[config.mk]
export PLATFORM = sky130hd
export DESIGN_NAME = opq_credit_arbiter
export DESIGN_NICKNAME = d
export VERILOG_FILES = /design/src/rtl/opq_credit_arbiter.sv
export SDC_FILE = /design/constraint.sdc
export NUM_CORES = 1
export LEC_CHECK = 0
export BUFFER_PORTS_ARGS = -buffer_cell sky130_fd_sc_hd__clkbuf_2
export CAP_MARGIN = 20
export CORE_MARGIN = 4
export CORE_UTILIZATION = 35
export CTS_CLUSTER_SIZE = 30
export DETAILED_ROUTE_END_ITERATION = 8
export SLEW_MARGIN = 5
export SYNTH_ARGS = -nofsm -noshare
export SYNTH_HDL_FRONTEND = slang
export SYNTH_SLANG_ARGS = --single-unit
[constraint.sdc]
create_clock -name clk_i -period 6.65 [get_ports clk_i]
set_input_delay 1.33 -clock clk_i [delete_from_list [all_inputs] [get_ports clk_i]]
set_output_delay 1.33 -clock clk_i [all_outputs]
set_load 0.02 [all_outputs]
[src/rtl/opq_credit_arbiter.sv]
// Credit-based round-robin arbiter for operand queues sharing one VRF read port.
// A queue is granted only while it holds a credit (a free data-buffer slot);
// credits return as elements leave the queue, and a flush refills them.
module opq_credit_arbiter #(
  parameter int NrReq       = 9,
  parameter int CreditDepth = 5,
  parameter int CntWidth    = $clog2(CreditDepth + 1)
) (
  input  logic                      clk_i,
  input  logic                      rst_i,
  input  logic [NrReq-1:0]          req_i,
  input  logic                      stall_i,
  input  logic [NrReq-1:0]          credit_ret_i,
  input  logic [NrReq-1:0]          flush_i,
  output logic [NrReq-1:0]          gnt_o,
  output logic [NrReq-1:0]          issued_o,
  output logic [NrReq*CntWidth-1:0] credits_o,
  output logic                      idle_o
);

  localparam int PtrWidth = (NrReq > 1) ? $clog2(NrReq) : 1;
  localparam logic [CntWidth-1:0] FullCredit = CntWidth'(CreditDepth);

  logic [PtrWidth-1:0] rr_ptr_reg;
  logic [PtrWidth-1:0] rr_ptr_next;
  logic [NrReq-1:0]    issued_reg;
  logic                overflow_err_reg;   // sticky debug flag: return seen at full credit

  logic [NrReq-1:0]    eligible;
  logic [NrReq-1:0]    gnt;
  logic [NrReq-1:0]    credit_full;
  logic [NrReq-1:0]    overflow_hit;

  logic [PtrWidth:0]   sum;
  logic [PtrWidth-1:0] idx;
  logic                found;

  // Per-queue credit counters; each lives in its own generate scope.
  for (genvar gi = 0; gi < NrReq; gi++) begin : gen_queue
    logic [CntWidth-1:0] credit_reg;
    logic [CntWidth-1:0] credit_next;

    // A flushed queue cannot be granted this cycle: its buffer is being refilled.
    assign eligible[gi]     = req_i[gi] & (credit_reg != '0) & ~flush_i[gi];
    assign credit_full[gi]  = (credit_reg == FullCredit);
    assign overflow_hit[gi] = credit_ret_i[gi] & ~gnt[gi] & ~flush_i[gi] & credit_full[gi];
    assign credits_o[gi*CntWidth +: CntWidth] = credit_reg;

    // Next credit: flush refills; grant and return in one cycle cancel out.
    always_comb begin
      credit_next = credit_reg;
      if (flush_i[gi]) begin
        credit_next = FullCredit;
      end else if (credit_ret_i[gi] && !gnt[gi]) begin
        if (!credit_full[gi]) begin
          credit_next = credit_reg + CntWidth'(1);
        end
      end else if (gnt[gi] && !credit_ret_i[gi]) begin
        credit_next = credit_reg - CntWidth'(1);
      end
    end

    // Credit register, refilled on reset.
    always_ff @(posedge clk_i) begin
      if (rst_i) begin
        credit_reg <= FullCredit;
      end else begin
        credit_reg <= credit_next;
      end
    end
  end

  // Round-robin pick: scan from rr_ptr upward, wrapping, first eligible wins.
  always_comb begin
    gnt         = '0;
    rr_ptr_next = rr_ptr_reg;
    found       = 1'b0;
    sum         = '0;
    idx         = '0;
    if (!stall_i) begin
      for (int off = 0; off < NrReq; off++) begin
        sum = {1'b0, rr_ptr_reg} + (PtrWidth + 1)'(off);
        if (sum >= (PtrWidth + 1)'(NrReq)) begin
          sum = sum - (PtrWidth + 1)'(NrReq);
        end
        idx = sum[PtrWidth-1:0];
        if (!found && eligible[idx]) begin
          found       = 1'b1;
          gnt[idx]    = 1'b1;
          rr_ptr_next = (idx == PtrWidth'(NrReq - 1)) ? '0 : idx + PtrWidth'(1);
        end
      end
    end
  end

  // Shared state: pointer, issued pulse register and the sticky overflow flag.
  always_ff @(posedge clk_i) begin
    if (rst_i) begin
      rr_ptr_reg       <= '0;
      issued_reg       <= '0;
      overflow_err_reg <= 1'b0;
    end else begin
      rr_ptr_reg       <= rr_ptr_next;
      issued_reg       <= gnt;
      overflow_err_reg <= overflow_err_reg | (|overflow_hit);
    end
  end

  // Once raised, the overflow flag holds until reset.
  overflow_sticky_a : assert property (@(posedge clk_i)
    (overflow_err_reg && !rst_i) |=> overflow_err_reg);

  assign gnt_o    = gnt;
  assign issued_o = issued_reg;
  assign idle_o   = (&credit_full) & ~(|issued_reg);

endmodule

==> metrics.yaml, run 1 <==
setup_path:
  worstPathRequired_ns: 5.32
  cp.arrival_ns: 5.09
  r2r-end: "gen_queue[7].credit_reg[2]"
  r2r_start: "rr_ptr_reg[3]"
  cp-end-kind: "output port"
  r2r_cells: 21
  worst_setup_path_start_kind: "register"
  critical_path_class: "register to output port"
  r2r_setup_slack_ns: 0.70
  cp_max_fo: 24
power:
  ir_drop_mv: 0.302
  p_per_area_mw_per_mm2: 612
  leakage_nw: 3.55
place:
  dp_slack_ns: 0.511
  portBuffers: 75
  hpwl_um: 24800
  place.gp.congestion: 1.07
min_path:
  hold_path_end: "gen_queue[3].credit_reg[2]"
  holdPathStages: 2
  min-delay-start: "gen_queue[3].credit_reg[2]"
  min_path_type: "register to register"
sta:
  min_period_ns: 6.42
  hold_viol: 0
  setup_tns_ns: 0
  tightest_slew_ns: 0.961
  finalWorstSetupSlack_ns: 0.229
  hold_slack_ns: 0.549
  clock.fmax_mhz: 156
  fin_skew_ns: 0.00473
  min_period_over_period_pct: 96.6
  setup_viol: 0
  drv_slew: 0
  rsz0062_at_grt: "no"
  relSlewSlack_pct: 35.7
die:
  rows: 53
  fp.coreArea_mm2: 0.0213
  chipWidth_um: 156
  die_h_um: 156
  dieArea_mm2: 0.0243
  start_util_pct: 36.0
  num_io_pins: 76
status:
  outcome: "complete, no violations"
drt:
  dr.pass1.iters: 8
  post_drt_wl_per_cell_um: 21.9
  wl_um: 30900
  drc: 0
  first_iter_violations: 935
  vias: 9007
  vias_per_cell: 6.37
  ant_nets: 0
finish:
  multi_input_area_mm2: 0.00642
  nFillCells: 2257
  antennaDiodeCount: 0
  nets: 1227
  largest_register_ffs: 27
  drive_gt1_share_pct: 16.9
  area_growth_pct: 13.4
  ff_latch_area_um2: 802
logic_synthesis:
  synth.distinct_cells: 99
  syn_area_per_cell_um2: 7.21
  dominantRegCellSynth: "dfxtp_1"
  synth_top_cell_by_area: "dfxtp_1"
  ys_top_cells_by_area: "dfxtp_1, ha_1, nand2_1"
  ys_ff_latch: 40
  ys_warn_count: 0
  synth_edf_count: 0
  synthCells: 1062
  syn_area_mm2: 0.00765
  async_flop_share_pct: 0
  seq_area_frac_synth_pct: 10.5
  synth_nets: 1152
  synth_top_area_share_pct: 10.5
cts:
  path_clk_slew_ns: 0.07
  hold_buffers: 0
  cts.htree.levels: 2
  cts_tree: "built"
  cts_made_buffers: 5
  ctsResizeCount: 0
  clk_path_buf_depth: 2
  cts.sink_count: 40
  cts_setup_buffers: 0
  clock-root-buffer: "clkbuf_16"
  clk_latency_ns: 0.30
global_routing:
  grt_start_max_net_pins: 36
  antenna_found_initial: 0
  overflow: 0
  grt_pass1_vias: 8312
  track_usage_pct: 24.6
  grt_pass1_wl_um: 48000
run:
  max_cap_viol_count: 0
how the worst max path moves through the flow:
stage | cells past startpoint | from | to
global route | 15 | rr_ptr_reg[3] | gnt_o[8]
floorplan | 18 | rr_ptr_reg[2] | gnt_o[4]
CTS | 15 | rr_ptr_reg[2] | gnt_o[3]
global placement | 14 | flush_i[0] | gnt_o[4]
finish | 16 | rr_ptr_reg[3] | gnt_o[4]
detailed placement | 15 | rr_ptr_reg[2] | gnt_o[3]
worst max-delay path: stages, from the launching register on:
cell      delay, ns
dfxtp_1        0.54
buf_4          0.34
ha_1           0.42
a21o_1         0.21
mux2i_1        0.49
inv_2          0.16
mux4_2         0.40
o211ai_2       0.11
a22oi_1        0.34
o211ai_2       0.32
or3_1          0.56
nor2_1         0.13
buf_4          0.15
a31o_2         0.20
o21ai_1        0.16
inv_1          0.09
clkbuf_2       0.16
layout by cell type, fill, tap and decap left out, types with 14 or more instances in the layout:
cell      netlist  final
buf_4           3     50
a21oi_1        59     59
o22ai_1        16     16
nand2_1       105    104
a31oi_1        17     17
and3_1         25     25
nor3_1         36     36
xnor2_1        30     30
o21ai_0        46     46
xor2_1         17     17
a211oi_1       21     20
nor2b_1        14     14
ha_1           51     50
mux2i_1        20     20
dfxtp_1        40     39
o211ai_1       22     22
clkbuf_2        0     75
nor2_1         87     87
inv_1          45     45
nand3_1        50     50
power by group:
| group | switching, mW | leakage (nW) | internal [mW] |
|---|---|---|---|
| sequential | 0.0475 | 0.325 | 0.277 |
| clock | 0.120 | 0.0804 | 0.179 |
| combinational | 3.09 | 3.15 | 1.60 |
| total | 3.26 | 3.55 | 2.05 |
per-stage QoR:
step | instance area (µm²) | util (%) | std cells | total power, mW
finish | 8680 | 40.8 | 1413 | 5.31
global route | 8680 | 40.8 | 1413 | 5.67
CTS | 8650 | 40.7 | 1413 | 5.16
detailed placement | 8480 | 39.8 | 1405 | 4.84
global placement | 8480 | 39.8 | 1405 | 4.87
floorplan | 7650 | - | 1062 | 3.56
cells by family (layout without fill, tap and decap cells):
group	count (synthesis)	after routing	share of synthesized area (%)
simple gates	429	429	29.1
mux	27	27	4.28
buf+inv	108	184	6.10
xor+xnor	49	49	5.80
flops	40	40	10.5
fa+ha+maj	60	60	10.7
compound gates	349	349	33.5
Yosys cell counts (all sizes together) (28+ instances only):
cell type / count
nand3: 50
inv: 51
nand2: 105
nor2: 87
nor3: 37
o21ai: 58
a21oi: 61
dfxtp: 40
buf: 29
ha: 51
clkbuf: 28
xnor2: 32
per-layer routing:
layer | GRT usage [%] | vias up | share of wire [%]
met4 | 7.04 | 0 | 3.0
met5 | 0 | - | 0
met3 | 2.91 | 71 | 8.2
li1 | - | 4165 | -
met1 | 34.9 | 4321 | 44
met2 | 39.4 | 450 | 45
area by class of cell:
cell class                      instances  share of cell area, %
Timing Repair Buffer                  125                   8.65
Sequential cell                        40                   9.24
Tap cell                              275                   3.97
Multi-Input combinational cell        914                   74.0
Clock buffer                            5                   1.44
Inverter                               51                   2.21
Clock inverter                          3                  0.534
Power figures use the tool's default switching activity.
==> run 2: changes to the inputs <==
Settings changed: RECOVER_POWER set to 50.
==> metrics.yaml, run 2 (synthesized netlist as in run 1, its figures left out) <==
status:
  outcome: "complete, no violations"
drt:
  dr.pass1.iters: 6
  vias_per_cell: 6.37
  post_drt_wl_per_cell_um: 21.9
  drc: 0
  vias: 8996
  wl_um: 30900
  first_iter_violations: 939
  ant_nets: 0
cts:
  cts_made_buffers: 5
  clk_path_buf_depth: 2
  path_clk_slew_ns: 0.07
  clock-root-buffer: "clkbuf_16"
  cts.htree.levels: 2
  cts.sink_count: 40
  hold_buffers: 0
  cts_tree: "built"
  clk_latency_ns: 0.30
global_routing:
  overflow: 0
  grt_pass1_vias: 8312
  grt_pass1_wl_um: 48000
  antenna_found_initial: 0
  track_usage_pct: 24.6
  grt_start_max_net_pins: 36
place:
  portBuffers: 75
  place_inst: 1405
  hpwl_um: 24800
  dp_slack_ns: 0.511
  place.gp.congestion: 1.07
  dpl-instance-area_mm2: 0.00848
die:
  die_h_um: 156
  dieArea_mm2: 0.0243
  num_io_pins: 76
  chipWidth_um: 156
  rows: 53
  fp.coreArea_mm2: 0.0213
  start_util_pct: 36.0
setup_path:
  cp-end-kind: "output port"
  worstPathRequired_ns: 5.32
  cp_max_fo: 24
  critical_path_class: "register to output port"
  worst_setup_path_start_kind: "register"
  cp.arrival_ns: 5.05
sta:
  min_period_over_period_pct: 96.0
  min_period_ns: 6.38
  rsz0062_at_grt: "no"
  setup_tns_ns: 0
  relSlewSlack_pct: 35.3
  hold_viol: 0
  finalWorstSetupSlack_ns: 0.269
  setup_viol: 0
  tightest_slew_ns: 0.967
  hold_slack_ns: 0.544
  drv_slew: 0
  clock.fmax_mhz: 157
  fin_skew_ns: 0.00469
finish:
  largest_register_ffs: 27
  antennaDiodeCount: 0
  area_growth_pct: 12.8
  multi_input_area_mm2: 0.00642
  nFillCells: 2277
  ff_latch_area_um2: 802
  layout_commonest_cell: "nand2_1"
  stdcell_count: 1413
  nets: 1227
  final_util_pct: 40.5
  fin_area_mm2: 0.00863
  final_cell_mix: "nand2_1, nor2_1, a21oi_1"
  drive_gt1_share_pct: 13.6
power:
  ir_drop_mv: 0.283
  p_per_area_mw_per_mm2: 614
  power_mw: 5.30
  leakage_nw: 3.44
min_path:
  min_path_type: "register to register"
run:
  max_cap_viol_count: 0
[run 2: critical path, cell delays in order, from the launching register on]
cell,delay [ns]
dfxtp_1,0.53
buf_4,0.34
ha_1,0.42
a21o_1,0.21
mux2i_1,0.47
inv_2,0.15
mux4_2,0.39
o211ai_2,0.10
a22oi_1,0.34
o211ai_2,0.32
or3_1,0.56
nor2_1,0.13
buf_4,0.15
a31o_2,0.20
o21ai_1,0.16
inv_1,0.09
clkbuf_2,0.16
[run 2: path summary, 6_finish.rpt]
| check | from | endpoint | slack (ns) | depth (start not counted) |
|---|---|---|---|---|
| setup / recovery | rr_ptr_reg[3] | gnt_o[4] | 0.27 | 16 |
| hold / removal | gen_queue[3].credit_reg[2] | gen_queue[3].credit_reg[2] | 0.54 | 2 |
| setup reg to reg | rr_ptr_reg[3] | gen_queue[7].credit_reg[2] | 0.68 | 21 |
| hold reg to reg | gen_queue[3].credit_reg[2] | gen_queue[3].credit_reg[2] | 0.54 | 2 |
[run 2: final cells by class]
cell class	instances	area share, %
clock inverters	3	0.536
multi-input cells	914	74.4
flip-flops and latches	40	9.29
well taps	275	3.99
inverters	51	2.22
clock buffers	5	1.45
repair buffers	125	8.16
[run 2: what timing repair did]
action / 4_1_cts / 5_1_grt
setup endpoints to repair: 0 / 6
setup buffers: 0 / 0
resized for setup: 0 / 5
[run 2: metal layers]
metal / vias to the layer above / track usage, % / share of wire, %
met5: - / 0 / 0
met4: 0 / 7.04 / 3.1
met3: 71 / 2.91 / 8.0
met2: 453 / 39.4 / 45
met1: 4310 / 34.9 / 44
li1: 4162 / - / -
[run 2: report_power, final]
part	internal (mW)	total, mW	switching [mW]
logic	1.59	4.67	3.09
clock network	0.179	0.299	0.120
registers	0.277	0.324	0.0475
total	2.04	5.30	3.25
==> run 3: changes to the inputs <==
Settings changed: CELL_PAD_IN_SITES_DETAIL_PLACEMENT set to 1, CELL_PAD_IN_SITES_GLOBAL_PLACEMENT set to 2, PLACE_DENSITY_LB_ADDON set to 0.1, TNS_END_PERCENT set to 30.
==> metrics.yaml, run 3 (synthesized netlist as in run 1, its figures left out) <==
status:
  outcome: "complete, no violations"
sta:
  relSlewSlack_pct: 37.6
  clock.fmax_mhz: 155
  min_period_over_period_pct: 96.7
  rsz0062_at_grt: "no"
  setup_viol: 0
  hold_viol: 0
  min_period_ns: 6.43
  setup_tns_ns: 0
  fin_skew_ns: 0.00592
  finalWorstSetupSlack_ns: 0.218
  drv_slew: 0
  hold_slack_ns: 0.562
  tightest_slew_ns: 0.934
place:
  dp_slack_ns: 0.393
  portBuffers: 75
  place.gp.congestion: 0.980
  hpwl_um: 28100
  dpl-instance-area_mm2: 0.00856
drt:
  ant_nets: 0
  routed.top_layer: "met4"
  vias_per_cell: 6.27
  dr_wl_met3_um: 2240
  wl_um: 34300
  dr.pass1.iters: 5
  vias: 8923
  wl_met2_um: 15200
  first_iter_violations: 697
  wl_met1_um: 16000
  drc: 0
  post_drt_wl_per_cell_um: 24.1
setup_path:
  cp-end-kind: "output port"
  worstPathRequired_ns: 5.32
  worst_setup_path_start_kind: "register"
  cp_max_fo: 28
  critical_path_class: "register to output port"
  cp.arrival_ns: 5.10
global_routing:
  grt_pass1_vias: 8725
  antenna_found_initial: 0
  track_usage_pct: 27.4
  grt_pass1_wl_um: 52500
  grt_start_max_net_pins: 34
  overflow: 0
power:
  leakage_nw: 3.51
  ir_drop_mv: 0.271
  p_per_area_mw_per_mm2: 632
  power_mw: 5.53
cts:
  cts.sink_count: 40
  clk_path_buf_depth: 2
  cts.htree.levels: 2
  cts_made_buffers: 5
  path_clk_slew_ns: 0.06
  cts_tree: "built"
  clock-root-buffer: "clkbuf_16"
  clk_latency_ns: 0.29
  cts_setup_buffers: 0
finish:
  nFillCells: 2765
  nets: 1238
  drive_gt1_share_pct: 14.6
  antennaDiodeCount: 0
  area_growth_pct: 14.3
  largest_register_ffs: 27
  final_cell_mix: "nand2_1, nor2_1, buf_4"
  fin_area_mm2: 0.00875
  layout_commonest_cell: "nand2_1"
die:
  dieArea_mm2: 0.0243
  fp.coreArea_mm2: 0.0213
  num_io_pins: 76
  die_h_um: 156
  start_util_pct: 36.0
  rows: 53
  chipWidth_um: 156
run:
  max_cap_viol_count: 0
min_path:
  min_path_type: "register to register"
## run 3: cell types whose count changed in the layout (fill, tap and decap cells not counted), moves of 2 or more
cell,previous run,this run
buf_4,50,60
o311ai_1,0,2
o311ai_0,7,5
ha_1,50,48
ha_2,1,3
## run 3: stage by stage
step / std cells / utilization, %
final: 1423 / 41.1
after global routing: 1423 / 41.1
after global placement: 1416 / 40.2
after detailed placement: 1416 / 40.2
after floorplan: 1062 / -
after CTS: 1423 / 41.1
## run 3: power by group
part | internal, mW | leakage [nW] | switching (mW)
Combinational | 1.65 | 3.09 | 3.23
Sequential | 0.277 | 0.325 | 0.0508
Clock | 0.213 | 0.0899 | 0.107
## run 3: worst paths after layout
path / cells past startpoint / startpoint / slack [ns] / to
max: 15 / rr_ptr_reg[3] / 0.22 / gnt_o[4]
min: 2 / gen_queue[3].credit_reg[2] / 0.56 / gen_queue[3].credit_reg[2]
max reg2reg: 21 / rr_ptr_reg[3] / 0.77 / gen_queue[5].credit_reg[2]
min reg2reg: 2 / gen_queue[3].credit_reg[2] / 0.56 / gen_queue[3].credit_reg[2]
## run 3: routing by layer
metal  vias to the layer above  global-route usage, %
met3                        56                   4.63
met2                       315                   42.6
met4                         0                   6.84
met1                      4363                   39.5
met5                         -                      0
li1                       4189                      -
## run 3: area by class of cell
cell class              instances  area [µm²]  share of cell area (%)
clock buffers                   5         125                    1.43
clock inverters                 2        60.1                   0.687
inverters                      51         191                    2.19
multi-input cells             914        6430                    73.6
flip-flops and latches         40         802                    9.17
well taps                     275         344                    3.93
repair buffers                136         791                    9.04
## run 3: critical path, cell delays in order, from the launching register on
cell and delay, ns:
dfxtp_1 0.47, buf_4 0.36, ha_1 0.43, a21oi_1 0.17, xnor2_1 0.56, inv_1 0.24
mux4_2 0.31, o211ai_2 0.10, a22oi_1 0.37, o211ai_2 0.27, or3_1 0.51, nor2_1 0.34
a31o_2 0.27, o21ai_1 0.15, inv_1 0.09, clkbuf_2 0.16
## run 3: repair_timing
action	4_1_cts	5_1_grt
endpoints found under the hold margin	0	0
hold buffers	0	0
endpoints found under the setup margin	0	7
resized for setup	0	9
